--- config.mk ---
export PLATFORM = sky130hd
export DESIGN_NAME = call_stack
export DESIGN_NICKNAME = d
export VERILOG_FILES = /design/src/rtl/call_stack.sv
export SDC_FILE = /design/constraint.sdc
export NUM_CORES = 1
export LEC_CHECK = 0
export CAP_MARGIN = 15
export CORE_MARGIN = 1.5
export CORE_UTILIZATION = 39
export DETAILED_ROUTE_END_ITERATION = 7
export HOLD_SLACK_MARGIN = 0.12
export PLACE_DENSITY = 0.69
export SYNTH_ARGS = -nofsm -noshare
export SYNTH_HDL_FRONTEND = slang
export SYNTH_SLANG_ARGS = --single-unit
export TNS_END_PERCENT = 10
--- constraint.sdc ---
create_clock -name clk -period 12 [get_ports clk]
set_clock_uncertainty 0.2 [all_clocks]
set_input_delay 2.4 -clock clk [delete_from_list [all_inputs] [get_ports clk]]
set_output_delay 2.4 -clock clk [all_outputs]
set_load 0.005 [all_outputs]
--- src/rtl/call_stack.sv ---
// call_stack: hardware return-address stack for the multicycle core.
// CALL (push) saves the fetch path's return address; RET (pop) loads the
// saved address into ret_addr for the PC mux. An operation fires once per
// rising edge of aux_push_pop. A push while full sets the sticky overflow
// flag, and a pop while empty sets the sticky underflow flag. Neither case
// touches the stored entries.
//
// Ports:
//   clk, reset          single clock; synchronous active-high reset
//   push, pop           CALL / RET decode levels from the control unit
//   aux_push_pop        operation strobe (edge-detected internally)
//   data_in             return address to save
//   ret_addr            last popped address (registered)
//   top                 current top entry, 0 when empty (observation only)
//   count               number of valid entries, 0..DEPTH
//   full, empty         decodes of count
//   overflow, underflow sticky error flags, cleared only by reset
module call_stack #(
  parameter int unsigned DATA_WIDTH = 32,
  parameter int unsigned DEPTH      = 8,
  parameter int unsigned ADDR_WIDTH = 3
) (
  input  logic                  clk,
  input  logic                  reset,
  input  logic                  push,
  input  logic                  pop,
  input  logic                  aux_push_pop,
  input  logic [DATA_WIDTH-1:0] data_in,
  output logic [DATA_WIDTH-1:0] ret_addr,
  output logic [DATA_WIDTH-1:0] top,
  output logic [ADDR_WIDTH:0]   count,
  output logic                  full,
  output logic                  empty,
  output logic                  overflow,
  output logic                  underflow
);

  localparam logic [ADDR_WIDTH:0] DepthVal = DEPTH[ADDR_WIDTH:0];

  logic [DATA_WIDTH-1:0] mem [DEPTH];
  logic [ADDR_WIDTH:0]   sp_q;
  logic                  stb_q;
  logic [DATA_WIDTH-1:0] ret_addr_q;
  logic                  overflow_q;
  logic                  underflow_q;

  logic                  go;
  logic                  do_push;
  logic                  do_pop;
  logic [ADDR_WIDTH-1:0] wr_idx;
  logic [ADDR_WIDTH-1:0] top_idx;

  // A strobe held high for several cycles still fires only one operation.
  assign go      = aux_push_pop & ~stb_q;
  assign do_push = go & push & ~pop;
  assign do_pop  = go & pop & ~push;

  assign full    = (sp_q == DepthVal);
  assign empty   = (sp_q == '0);

  // When sp == DEPTH the low bits are zero, so subtracting one wraps to the
  // last slot. That is the correct top index.
  assign wr_idx  = sp_q[ADDR_WIDTH-1:0];
  assign top_idx = sp_q[ADDR_WIDTH-1:0] - 1'b1;

  assign top       = empty ? '0 : mem[top_idx];
  assign count     = sp_q;
  assign ret_addr  = ret_addr_q;
  assign overflow  = overflow_q;
  assign underflow = underflow_q;

  always_ff @(posedge clk) begin
    if (reset) begin
      sp_q        <= '0;
      stb_q       <= 1'b0;
      ret_addr_q  <= '0;
      overflow_q  <= 1'b0;
      underflow_q <= 1'b0;
    end else begin
      stb_q <= aux_push_pop;
      if (do_push) begin
        if (full) overflow_q <= 1'b1;
        else      sp_q       <= sp_q + 1'b1;
      end else if (do_pop) begin
        if (empty) begin
          underflow_q <= 1'b1;
        end else begin
          ret_addr_q <= mem[top_idx];
          sp_q       <= sp_q - 1'b1;
        end
      end
    end
  end

  // Storage is never cleared. Stale entries stay hidden because top is
  // forced to 0 when the stack is empty.
  always_ff @(posedge clk) begin
    if (!reset && do_push && !full) begin
      mem[wr_idx] <= data_in;
    end
  end

endmodule
# --- After elaboration in Yosys (flattened, before gate mapping) ---
# Memory sizes are Yosys's and may differ from the RTL's.
# Index checks and enable logic that the tools add are counted.
totals:
  ramBits: 256
  n_memories: 1
  ff_bits: 39
  inputBits: 37
op_classes:
  addsub: 3
  bitwise_logic: 10
  muxes: 7
  reduce_logical: 10
  n_eq_ne: 3
memory_table:
  columns: ["name", "words", "width", "read_ports", "rd_ports_with_merged_regs", "wr", "line", "source"]
  rows:
  - ["mem", 8, 32, 1, 0, 1, "40", "logic [DATA_WIDTH-1:0] mem [DEPTH];"]
op_table:
  columns: ["cell", "count"]
  rows:
  - ["$mux 32", 1]
  - ["$mux 4", 4]
  - ["$reduce_and 3->1", 3]
  - ["$and 1x1->1", 5]
  - ["$not 1->1", 5]
  - ["$add 4x1->4 const B", 1]
  - ["$eq 4x4->1 const B", 1]
  - ["$logic_not 4->1", 1]
  - ["$sub 4x1->4 const B", 1]
  - ["$sub 3x1->3 const B", 1]
  - ["$logic_and 1x1->1", 2]
  - ["$logic_not 1->1", 2]
  - ["$mux 1", 2]
  - ["$ne 2x1->1 const B", 1]
  - ["$ne 2x2->1 const B", 1]
  - ["$reduce_and 2->1", 1]
  - ["$reduce_bool 2->1", 1]

# --- Longest topological paths before layout ---
# Gate-level depths: netlist of run 1.
depth:
  depth_word: 8
  mapped_depth: 11
  depth_no_buf: 6

# --- Worst setup path after synthesis of run 1 ---
# OpenSTA, ideal clock, no wires.
synth_timing:
  path_type: "input -> register"
  start: "in pop"
  end: "mem mem[1][0] (enable)"
  required_ns: 11.339
  setup_time_ns: 0.461
  setup_slack_ns: 5.980
  cell_stages: 4
  arrival_ns: 5.359
  path_buffers: 0
  cell_sequence: "nand4bb_1 > nor3_1 > nand2_1 > nor3_1"
synth_between:
  elab_chain_cells: 6
synth_rtl:
  columns: ["element", "line", "source"]
  rows:
  - ["start, declared", "26", "input logic pop,"]
  - ["$not 1->1", "55", "assign do_push = go & push & ~pop;"]
  - ["$and 1x1->1", "55", null]
  - ["$logic_and 1x1->1 (2 in a row)", "98", "if (!reset && do_push && !full) begin"]
  - ["$mux 1", "98", null]
  - ["$mux 1 (implied by the code)", "99", "mem[wr_idx] <= data_in;"]
  - ["end, declared", "40", null]
# No other way between the ends.

# --- Worst setup path after layout of run 1 ---
layout_timing:
  start: "reg sp_q[0] (netlist: count[0])"
  end: "out top[18]"
layout_between:
  elab_chain_cells: 3
layout_rtl:
  columns: ["element", "line", "source"]
  rows:
  - ["start, declared", "41", "logic [ADDR_WIDTH:0] sp_q;"]
  - ["start signal, assigned", "83", "else sp_q <= sp_q + 1'b1;"]
  - ["start signal, assigned", "89", "sp_q <= sp_q - 1'b1;"]
  - ["$sub 3x1->3", "64", "assign top_idx = sp_q[ADDR_WIDTH-1:0] - 1'b1;"]
  - ["named net top_idx[0]", "51", "logic [ADDR_WIDTH-1:0] top_idx;"]
  - ["$mem_v2 8x32", null, null]
  - ["$mux 32", "66", "assign top = empty ? '0 : mem[top_idx];"]
  - ["end, declared", "30", "output logic [DATA_WIDTH-1:0] top,"]
# The timed path passes the listed nets, and every way through them passes these cells.

==> impl_metrics.json, run 1 <==
{
  "run_status": "finished, final reports clean",
  "number_of_maximum_capacitance_violations": 0,
  "layout_cell_share_with_drive_strength_beyond_1_pct": 24.1,
  "max_clock_freq_mhz": 161,
  "syn-mean-instance-area_sq_um": 20.1,
  "cts_max_path_buffers": 3,
  "finalNetCount": 725,
  "clk_pin_slew_ns": 0.06,
  "finalCriticalPeriod_ns": 6.21,
  "drt-initial-drc-count": 403,
  "cp_cell_sequence": "inv_1, ha_4, xor2_4, buf_4, mux2i_1, nor2_1, clkdlybuf4s50_1",
  "initial_core_util_pct": 39.7,
  "report.final.slew_viol_count": 0,
  "finalHoldViolCount": 0,
  "flop_and_latch_count_out_of_synthesis": 295,
  "cts_sinks": 295,
  "area_growth_pct": 21.6,
  "grt_overflow_total": 0,
  "post_cts_hold_buffer_count": 0,
  "fin_cells": 1091,
  "crit_path_start_kind": "register",
  "filler_cell_count": 2321,
  "p_leak_nw": 4.40,
  "crit_path_top_delay_cell": "sky130_fd_sc_hd__xor2_4",
  "io_buffers": 108,
  "crit_path_max_fanout": 19,
  "syn-instance-count": 568,
  "h-tree-depth": 1,
  "insertion_delay_ns": 0.53,
  "finalSetupTns_ns": 0,
  "rsz0062_at_grt": "no",
  "post_synthesis_net_count": 609,
  "post_cts_resized": 0,
  "num_rows": 62,
  "post-layout-total-power_w": 0.00228,
  "cpPeakStageDelay_ns": 0.59,
  "via_count": 5641,
  "postRouteWirelength_um": 23100,
  "postCtsSetupBuffers": 0,
  "grt_max_degree": 66,
  "p_per_area_nw_per_um2": 164,
  "layout_worst_path_cycle_share_pct": 51.7,
  "drc": 0,
  "postRouteAntennaNets": 0,
  "tritoncts": "built",
  "required_ns": 9.40,
  "die-area_sq_um": 30300,
  "ir_drop_mv": 0.113,
  "firstDrtPassIters": 4,
  "core_area_sq_um": 28800,
  "grt_use_total_pct": 15.4,
  "tritoncts.num_buffers": 28,
  "synth.lib_cells_used.distinct": 34,
  "floorplan.die.height_um": 174,
  "layout_commonest_cell": "sky130_fd_sc_hd__edfxtp_1",
  "critPathCaptureType": "output pin",
  "routedWlPerCell_um": 21.2,
  "multi_input_area_sq_um": 2810,
  "worst-slew-pin-transition_ns": 1.04,
  "layout_common_cells": "256 x sky130_fd_sc_hd__edfxtp_1, 107 x sky130_fd_sc_hd__clkdlybuf4s50_1, 69 x sky130_fd_sc_hd__nor2_1, 64 x sky130_fd_sc_hd__mux4_2, 38 x sky130_fd_sc_hd__dfxtp_1",
  "placed_cells_incl_taps": 1038,
  "antenna_found_initial": 1,
  "clock-root-buffer": "sky130_fd_sc_hd__clkbuf_16",
  "regArea_sq_um": 8470,
  "pin_count": 109,
  "timing.critical_path.arrival_ns": 3.61,
  "setup.worst_path.class": "reg2out",
  "synthesis.area_sq_um": 11400,
  "finalWeightedCongestion": 0.693,
  "finalSetupViolations": 0,
  "route.detailed.vias_per_inst": 5.17,
  "die_x_um": 174,
  "synth_seq_area_share_pct": 74.2,
  "ys_warn_count": 0,
  "grt_first_pass_wirelength_um": 35400,
  "timing.max_slew.rel_slack_pct": 30.8,
  "final.setup.worst_slack_ns": 5.79,
  "first_global_vias": 5944,
  "hold_path_class": "reg2reg",
  "pre_cts_ws_ns": 6.32,
  "place.detailed.hpwl_um": 13200
}
## power breakdown
group	total, W	switching [W]	internal (W)
combinational	0.000264	0.000133	0.000132
sequential	0.00113	0.00000833	0.00112
clock	0.000887	0.000359	0.000528
total	0.00228	0.000500	0.00178
## routing by layer
metal | vias up | wire length, um | track usage [%]
met2 | 180 | 11100 | 25.8
met5 | - | 0 | 0
met4 | 0 | 408 | 3.05
met1 | 2906 | 10300 | 21.3
li1 | 2519 | - | -
met3 | 36 | 1300 | 2.73
## metrics by stage
stage | utilization [%] | hold WS, ns | instance area, sq um
floorplan | - | 0.260 | 11400
global placement | 44.9 | 0.266 | 12900
detailed placement | 44.9 | 0.278 | 12900
CTS | 48.3 | 0.292 | 13900
global route | 48.3 | 0.306 | 13900
finish | 48.3 | 0.287 | 13900
## final timing paths
| kind | startpoint | to | slack (ns) | cells past startpoint |
|---|---|---|---|---|
| worst max-delay path | count[0]$_SDFFE_PP0P_ | top[18] | 5.79 | 7 |
| worst min-delay path | overflow$_SDFFE_PP0P_ | overflow$_SDFFE_PP0P_ | 0.29 | 1 |
| worst max register to register | count[0]$_SDFFE_PP0P_ | mem[7][28]$_DFFE_PP_ | 8.86 | 7 |
| worst min register to register | overflow$_SDFFE_PP0P_ | overflow$_SDFFE_PP0P_ | 0.29 | 1 |
## flip-flops by register name, summed over array words and instances, names as in the netlist
signal     flops
count          4
overflow       1
underflow      1
ret_addr      32
stb_q          1
mem          256
## synthesized netlist by cell type
cell                        number  area share, %
sky130_fd_sc_hd__and2_1          1          0.055
sky130_fd_sc_hd__a211oi_1        1          0.066
sky130_fd_sc_hd__or3b_4          1          0.099
sky130_fd_sc_hd__fa_1            1           0.18
sky130_fd_sc_hd__clkbuf_1        9           0.30
sky130_fd_sc_hd__xnor2_1         1          0.077
sky130_fd_sc_hd__nor2_1         75            2.5
sky130_fd_sc_hd__buf_2          10           0.44
sky130_fd_sc_hd__nand2b_1        1          0.055
sky130_fd_sc_hd__edfxtp_1      256             67
sky130_fd_sc_hd__a21oi_1         2          0.088
sky130_fd_sc_hd__mux2_2          1          0.099
sky130_fd_sc_hd__xor2_2          1           0.14
sky130_fd_sc_hd__xor2_1          1          0.077
sky130_fd_sc_hd__and4bb_2        1           0.11
sky130_fd_sc_hd__nor2b_1         3           0.16
sky130_fd_sc_hd__mux4_2         64             13
sky130_fd_sc_hd__buf_4           2           0.13
sky130_fd_sc_hd__dfxtp_1        39            6.8
sky130_fd_sc_hd__nor3_1          3           0.13
sky130_fd_sc_hd__o21ba_2         1          0.088
sky130_fd_sc_hd__nand4bb_1       1          0.099
sky130_fd_sc_hd__clkinv_1        1          0.033
sky130_fd_sc_hd__mux2i_1        34            3.0
sky130_fd_sc_hd__a211oi_2       32            3.5
sky130_fd_sc_hd__inv_1           2          0.066
sky130_fd_sc_hd__nand2_1         4           0.13
sky130_fd_sc_hd__and3b_1         1          0.077
sky130_fd_sc_hd__nand3_1         1          0.044
sky130_fd_sc_hd__buf_6           9           0.89
sky130_fd_sc_hd__a2bb2oi_2       1           0.13
sky130_fd_sc_hd__ha_1            3           0.33
sky130_fd_sc_hd__buf_1           4           0.13
sky130_fd_sc_hd__a31oi_1         1          0.055
## layout make-up
cell class              instances  area share, %
multi-input cells             236           20.2
clock inverters                10          0.766
inverters                       3         0.0811
well taps                     384           3.46
clock buffers                  42           6.08
flip-flops and latches        295           61.0
repair buffers                120           8.40
diodes                          1         0.0180
## critical path: cells and delay by family (launching register included)
kind	cells	cell delay [ns]
multiplexers	1	0.48
buffers and inverters	3	1.14
AND/OR/NAND/NOR	1	0.09
XOR/XNOR	1	0.59
adder cells (fa/ha/maj)	1	0.22
flip-flops	1	0.54
## cell families (layout without fill, tap and decap cells)
family	after synthesis	after routing	share of synthesized area (%)
xor gates and xnor gates	3	3	0.296
adders and majority gates	4	4	0.504
buffers and inverters	37	175	1.98
DFF	295	295	74.2
and+or+nand+nor	92	92	3.43
muxes	99	99	15.7
AOI/OAI and AO/OA	38	38	3.93
other	0	1	0
No activity file was read; power rests on OpenSTA's default activity.
==> inputs of run 2 (changes only) <==
--- a/config.mk
+++ b/config.mk
@@ -10,7 +10,7 @@
 export CORE_UTILIZATION = 39
 export DETAILED_ROUTE_END_ITERATION = 7
 export HOLD_SLACK_MARGIN = 0.12
-export PLACE_DENSITY = 0.69
+export PLACE_DENSITY = 0.71
 export SYNTH_ARGS = -nofsm -noshare
 export SYNTH_HDL_FRONTEND = slang
 export SYNTH_SLANG_ARGS = --single-unit
==> constraint.sdc (replaced) <==
create_clock -name clk -period 5.42 [get_ports clk]
set_clock_uncertainty 0.2 [all_clocks]
set_input_delay 1.084 -clock clk [delete_from_list [all_inputs] [get_ports clk]]
set_output_delay 1.084 -clock clk [all_outputs]
set_load 0.005 [all_outputs]
==> run 2 against run 1 <==
Combinational power is 120% higher. Via count is 0.99% lower. First-iteration DRC count is 0.50% higher. Sequential power is 120% higher. Global-route usage is 0.30 points lower. Wire length is 2.0% lower.
==> impl_metrics.json, run 2 (synthesis gave the netlist of run 1 again) <==
{
  "run_status": "finished, final reports clean",
  "cp_cell_sequence": "buf_4, mux4_2, mux2i_1, nor2_1, clkdlybuf4s50_1",
  "firstDrtPassIters": 4,
  "number_of_flip_flops_in_the_largest_register": 256,
  "grt_util_met3_pct": 3.08,
  "drc": 0,
  "path_delay_family": "buffers and inverters",
  "drt-initial-drc-count": 405,
  "rsz0062_at_grt": "no",
  "postCtsSetupBuffers": 0,
  "grt_max_degree": 66,
  "insertion_delay_ns": 0.54,
  "cpPeakStageDelay_ns": 0.82,
  "die-area_sq_um": 30300,
  "hold_path_class": "reg2reg",
  "cts_max_path_buffers": 3,
  "timing.max_slew.rel_slack_pct": 32.0,
  "io_buffers": 108,
  "finalCriticalPeriod_ns": 4.84,
  "postRouteAntennaNets": 0,
  "final.setup.worst_slack_ns": 0.579,
  "number_of_maximum_capacitance_violations": 0,
  "layout_worst_path_cycle_share_pct": 89.3,
  "layout_cell_share_with_drive_strength_beyond_1_pct": 24.6,
  "clk_pin_slew_ns": 0.06,
  "p_leak_nw": 4.46,
  "worst-slew-pin-transition_ns": 1.02,
  "place.detailed.hpwl_um": 13200,
  "finalHoldViolCount": 0,
  "initial_core_util_pct": 39.7,
  "via_count": 5585,
  "grt_first_pass_wirelength_um": 34800,
  "layout_common_cells": "256 x sky130_fd_sc_hd__edfxtp_1, 107 x sky130_fd_sc_hd__clkdlybuf4s50_1, 69 x sky130_fd_sc_hd__nor2_1, 64 x sky130_fd_sc_hd__mux4_2, 38 x sky130_fd_sc_hd__dfxtp_1",
  "h-tree-depth": 1,
  "clock-root-buffer": "sky130_fd_sc_hd__clkbuf_16",
  "report.final.slew_viol_count": 0,
  "finalSetupTns_ns": 0,
  "tritoncts.num_buffers": 29,
  "global_route.peak_usage_layer": "met2",
  "grt_use_total_pct": 15.1,
  "post_cts_hold_buffer_count": 0,
  "first_global_vias": 5787,
  "pin_count": 109,
  "final_cell_area_sq_um": 14000,
  "crit_path_top_delay_cell": "sky130_fd_sc_hd__buf_4",
  "p_per_area_nw_per_um2": 368,
  "num_rows": 62,
  "cts_sinks": 295,
  "route.detailed.vias_per_inst": 5.08,
  "core_area_sq_um": 28800,
  "floorplan.die.height_um": 174,
  "timing.critical_path.arrival_ns": 3.56,
  "antenna_found_initial": 1,
  "grt_use_met2_pct": 25.7,
  "ir_drop_mv": 0.238,
  "finalNetCount": 732,
  "critPathCaptureType": "output pin",
  "setup.worst_path.class": "reg2out",
  "tritoncts": "built",
  "finalWeightedCongestion": 0.692,
  "largest_reg_by_ff_count": "mem",
  "finalSetupViolations": 0,
  "pre_cts_ws_ns": 1.09,
  "routedWlPerCell_um": 20.6,
  "grt_use_met1_pct": 20.3,
  "grt_overflow_total": 0,
  "crit_path_max_fanout": 50,
  "dpl-instance-area_sq_um": 13000,
  "die_x_um": 174,
  "combined_buffer_and_inverter_count_along_the_critical_path": 2,
  "crit_path_start_kind": "register",
  "layout_commonest_cell": "sky130_fd_sc_hd__edfxtp_1",
  "max_clock_freq_mhz": 207,
  "area_growth_pct": 22.5,
  "postRouteWirelength_um": 22700,
  "required_ns": 4.14,
  "post_cts_resized": 0
}
## run 2: cell types whose count changed in the layout (fill, tap and decap cells not counted), sizes merged
cell	delta
inv	+1
clkinvlp	-1
clkbuf	-3
bufinv	+2
clkinv	+3
buf	+6
## run 2: worst min-delay path: stages, from the launching register on
cell	delay [ns]
sky130_fd_sc_hd__dfxtp_1	0.34
sky130_fd_sc_hd__a21oi_1	0.04
sky130_fd_sc_hd__nor2_1	0.07
## run 2: worst paths after layout
path                     startpoint                      to  slack [ns]  cells past startpoint
max           count[0]$_SDFFE_PP0P_                  top[3]        0.58                      5
min          underflow$_SDFFE_PP0P_  underflow$_SDFFE_PP0P_        0.28                      2
max reg2reg   count[0]$_SDFFE_PP0P_    mem[5][16]$_DFFE_PP_        2.13                      7
min reg2reg  underflow$_SDFFE_PP0P_  underflow$_SDFFE_PP0P_        0.28                      2
## run 2: stage by stage
step,hold WS (ns),std cells,total power (W),utilization (%)
finish,0.280,1099,0.00514,48.6
global route,0.295,1098,0.00532,48.6
CTS,0.285,1098,0.00520,48.6
global placement,0.259,1044,0.00314,45.1
floorplan,0.260,568,0.00289,-
detailed placement,0.270,1044,0.00315,45.1
## run 2: per-layer routing
layer	part of all wire (%)	vias up
li1	-	2529
met1	44	2880
met2	49	144
met3	5.5	32
met4	1.6	0
met5	0	-
## run 2: power breakdown
part	total (W)	internal [W]	leakage, nW	switching, W
Sequential	0.00250	0.00248	2.62	0.0000179
Combinational	0.000589	0.000297	1.36	0.000292
Clock	0.00205	0.00124	0.484	0.000811
Total	0.00514	0.00402	4.46	0.00112
## run 2: layout make-up
cell class	instances	area, sq um
sequential	295	8470
timing repair buffer	126	1220
tap	384	480
fill	2336	14800
clock inverter	15	175
multi-input combinational	236	2810
clock buffer	39	813
antenna	1	2.50
inverter	3	11.3
==> inputs of run 3 (changes only) <==
--- a/config.mk
+++ b/config.mk
@@ -10,7 +10,7 @@
 export CORE_UTILIZATION = 39
 export DETAILED_ROUTE_END_ITERATION = 7
 export HOLD_SLACK_MARGIN = 0.12
-export PLACE_DENSITY = 0.71
+export PLACE_DENSITY_LB_ADDON = 0.2
 export SYNTH_ARGS = -nofsm -noshare
 export SYNTH_HDL_FRONTEND = slang
 export SYNTH_SLANG_ARGS = --single-unit
==> run 3 against run 2 <==
Global-route usage grew 0.84 points. Fmax increased by 2.7%. Power increased by 0.49%. Non-clock buffer count fell by 4. Critical endpoint is now top[27]. Clock power about the same.
==> impl_metrics.json, run 3 (synthesis gave the netlist of run 1 again) <==
{
  "postCtsSetupBuffers": 0,
  "timing.max_slew.rel_slack_pct": 40.7,
  "finalSetupTns_ns": 0,
  "hold_path.startpoint": "underflow$_SDFFE_PP0P_",
  "place.detailed.hpwl_um": 13500,
  "max_clock_freq_mhz": 212,
  "floorplan.die.height_um": 174,
  "drt-initial-drc-count": 378,
  "cpPeakStageDelay_ns": 0.76,
  "cp_cell_sequence": "inv_1, ha_4, buf_12, mux4_2, mux2i_1, nor2_1, clkdlybuf4s50_1",
  "antenna-diode-count": 0,
  "num_rows": 62,
  "firstDrtPassIters": 4,
  "first_global_vias": 5992,
  "finalSetupViolations": 0,
  "path_delay_family": "buffers and inverters",
  "largest_reg_by_ff_count": "mem",
  "route.detailed.vias_per_inst": 5.14,
  "cts_sinks": 295,
  "pin_count": 109,
  "timing.critical_path.arrival_ns": 3.43,
  "dpl-instance-area_sq_um": 13000,
  "rrSetupSlack_ns": 2.34,
  "drc": 0,
  "regToRegStartpoint": "count[1]$_SDFFE_PP0P_",
  "hold_path_class": "reg2reg",
  "final.setup.worst_slack_ns": 0.707,
  "crit_path_top_delay_cell": "sky130_fd_sc_hd__ha_4",
  "postRouteWirelength_um": 23900,
  "required_ns": 4.14,
  "die_x_um": 174,
  "rsz0062_at_grt": "no",
  "final_cell_area_sq_um": 14000,
  "finalCriticalPeriod_ns": 4.71,
  "tritoncts.num_buffers": 30,
  "post_cts_resized": 0,
  "insertion_delay_ns": 0.55,
  "run_status": "finished, final reports clean",
  "layout_commonest_cell": "sky130_fd_sc_hd__edfxtp_1",
  "layout_worst_path_cycle_share_pct": 87.0,
  "ir_drop_mv": 0.191,
  "finalNetCount": 729,
  "p_leak_nw": 4.46,
  "postRouteAntennaNets": 0,
  "cts_max_path_buffers": 3,
  "via_count": 5633,
  "setup.worst_path.class": "reg2out",
  "number_of_flip_flops_in_the_largest_register": 256,
  "antenna_found_initial": 0,
  "initial_core_util_pct": 39.7,
  "clock-root-buffer": "sky130_fd_sc_hd__clkbuf_16",
  "finalWeightedCongestion": 0.720,
  "p_per_area_nw_per_um2": 368,
  "layout_common_cells": "256 x sky130_fd_sc_hd__edfxtp_1, 107 x sky130_fd_sc_hd__clkdlybuf4s50_1, 69 x sky130_fd_sc_hd__nor2_1, 64 x sky130_fd_sc_hd__mux4_2, 38 x sky130_fd_sc_hd__dfxtp_1",
  "grt_first_pass_wirelength_um": 36400,
  "worst-slew-pin-transition_ns": 0.890,
  "h-tree-depth": 1,
  "grt_overflow_total": 0,
  "finalHoldViolCount": 0,
  "core_area_sq_um": 28800,
  "area_growth_pct": 22.9,
  "grt_max_degree": 69,
  "cp-startpoint": "count[1]$_SDFFE_PP0P_",
  "combined_buffer_and_inverter_count_along_the_critical_path": 3,
  "critPathCaptureType": "output pin",
  "report.final.slew_viol_count": 0,
  "clk_pin_slew_ns": 0.06,
  "number_of_maximum_capacitance_violations": 0,
  "pre_cts_ws_ns": 1.24,
  "crit_path_max_fanout": 45,
  "io_buffers": 108,
  "post-route-util_pct": 48.8,
  "layout_cell_share_with_drive_strength_beyond_1_pct": 24.4,
  "grt_use_total_pct": 16.0,
  "tritoncts": "built",
  "routedWlPerCell_um": 21.8,
  "post_cts_hold_buffer_count": 0,
  "crit_path_start_kind": "register",
  "die-area_sq_um": 30300
}
[run 3: layout make-up]
cell class,count,area (sq um)
Timing Repair Buffer,122,1240
Fill cell,2364,14700
Sequential cell,295,8470
Multi-Input combinational cell,236,2810
Inverter,3,11.3
Clock buffer,43,870
Tap cell,384,480
Clock inverter,13,149
[run 3: routing by layer]
metal	up-vias	track usage, %	part of all wire [%]
met5	-	0	0
met4	0	3.74	1.3
met3	27	2.69	4.9
met2	143	26.9	49
met1	2938	21.7	44
li1	2525	-	-
[run 3: through the flow]
stage | total power [W] | cells | hold slack (ns)
after floorplan | 0.00289 | 568 | 0.260
after global placement | 0.00314 | 1040 | 0.254
after detailed placement | 0.00315 | 1040 | 0.273
after CTS | 0.00523 | 1096 | 0.288
after global routing | 0.00536 | 1096 | 0.298
final | 0.00516 | 1096 | 0.282
[run 3: worst reg2reg max path: stages (launching register included)]
cell	delay [ns]
sky130_fd_sc_hd__dfxtp_1	0.53
sky130_fd_sc_hd__inv_1	0.15
sky130_fd_sc_hd__ha_4	0.21
sky130_fd_sc_hd__and3b_1	0.23
sky130_fd_sc_hd__nor3_1	0.26
sky130_fd_sc_hd__nand2_1	0.29
sky130_fd_sc_hd__nor2_4	0.33
sky130_fd_sc_hd__buf_4	0.51
[run 3: final timing paths]
check	to	cells past startpoint
worst max-delay path	top[27]	7
worst min register to register	underflow$_SDFFE_PP0P_	2
worst min-delay path	underflow$_SDFFE_PP0P_	2
worst max register to register	mem[7][9]$_DFFE_PP_	7
[run 3: power by group]
group          internal [W]  total [W]  switching (W)  leakage [nW]
clock               0.00125    0.00207       0.000818         0.498
combinational      0.000297   0.000596       0.000300          1.34
sequential          0.00248    0.00250      0.0000122          2.62
total               0.00403    0.00516        0.00113          4.46
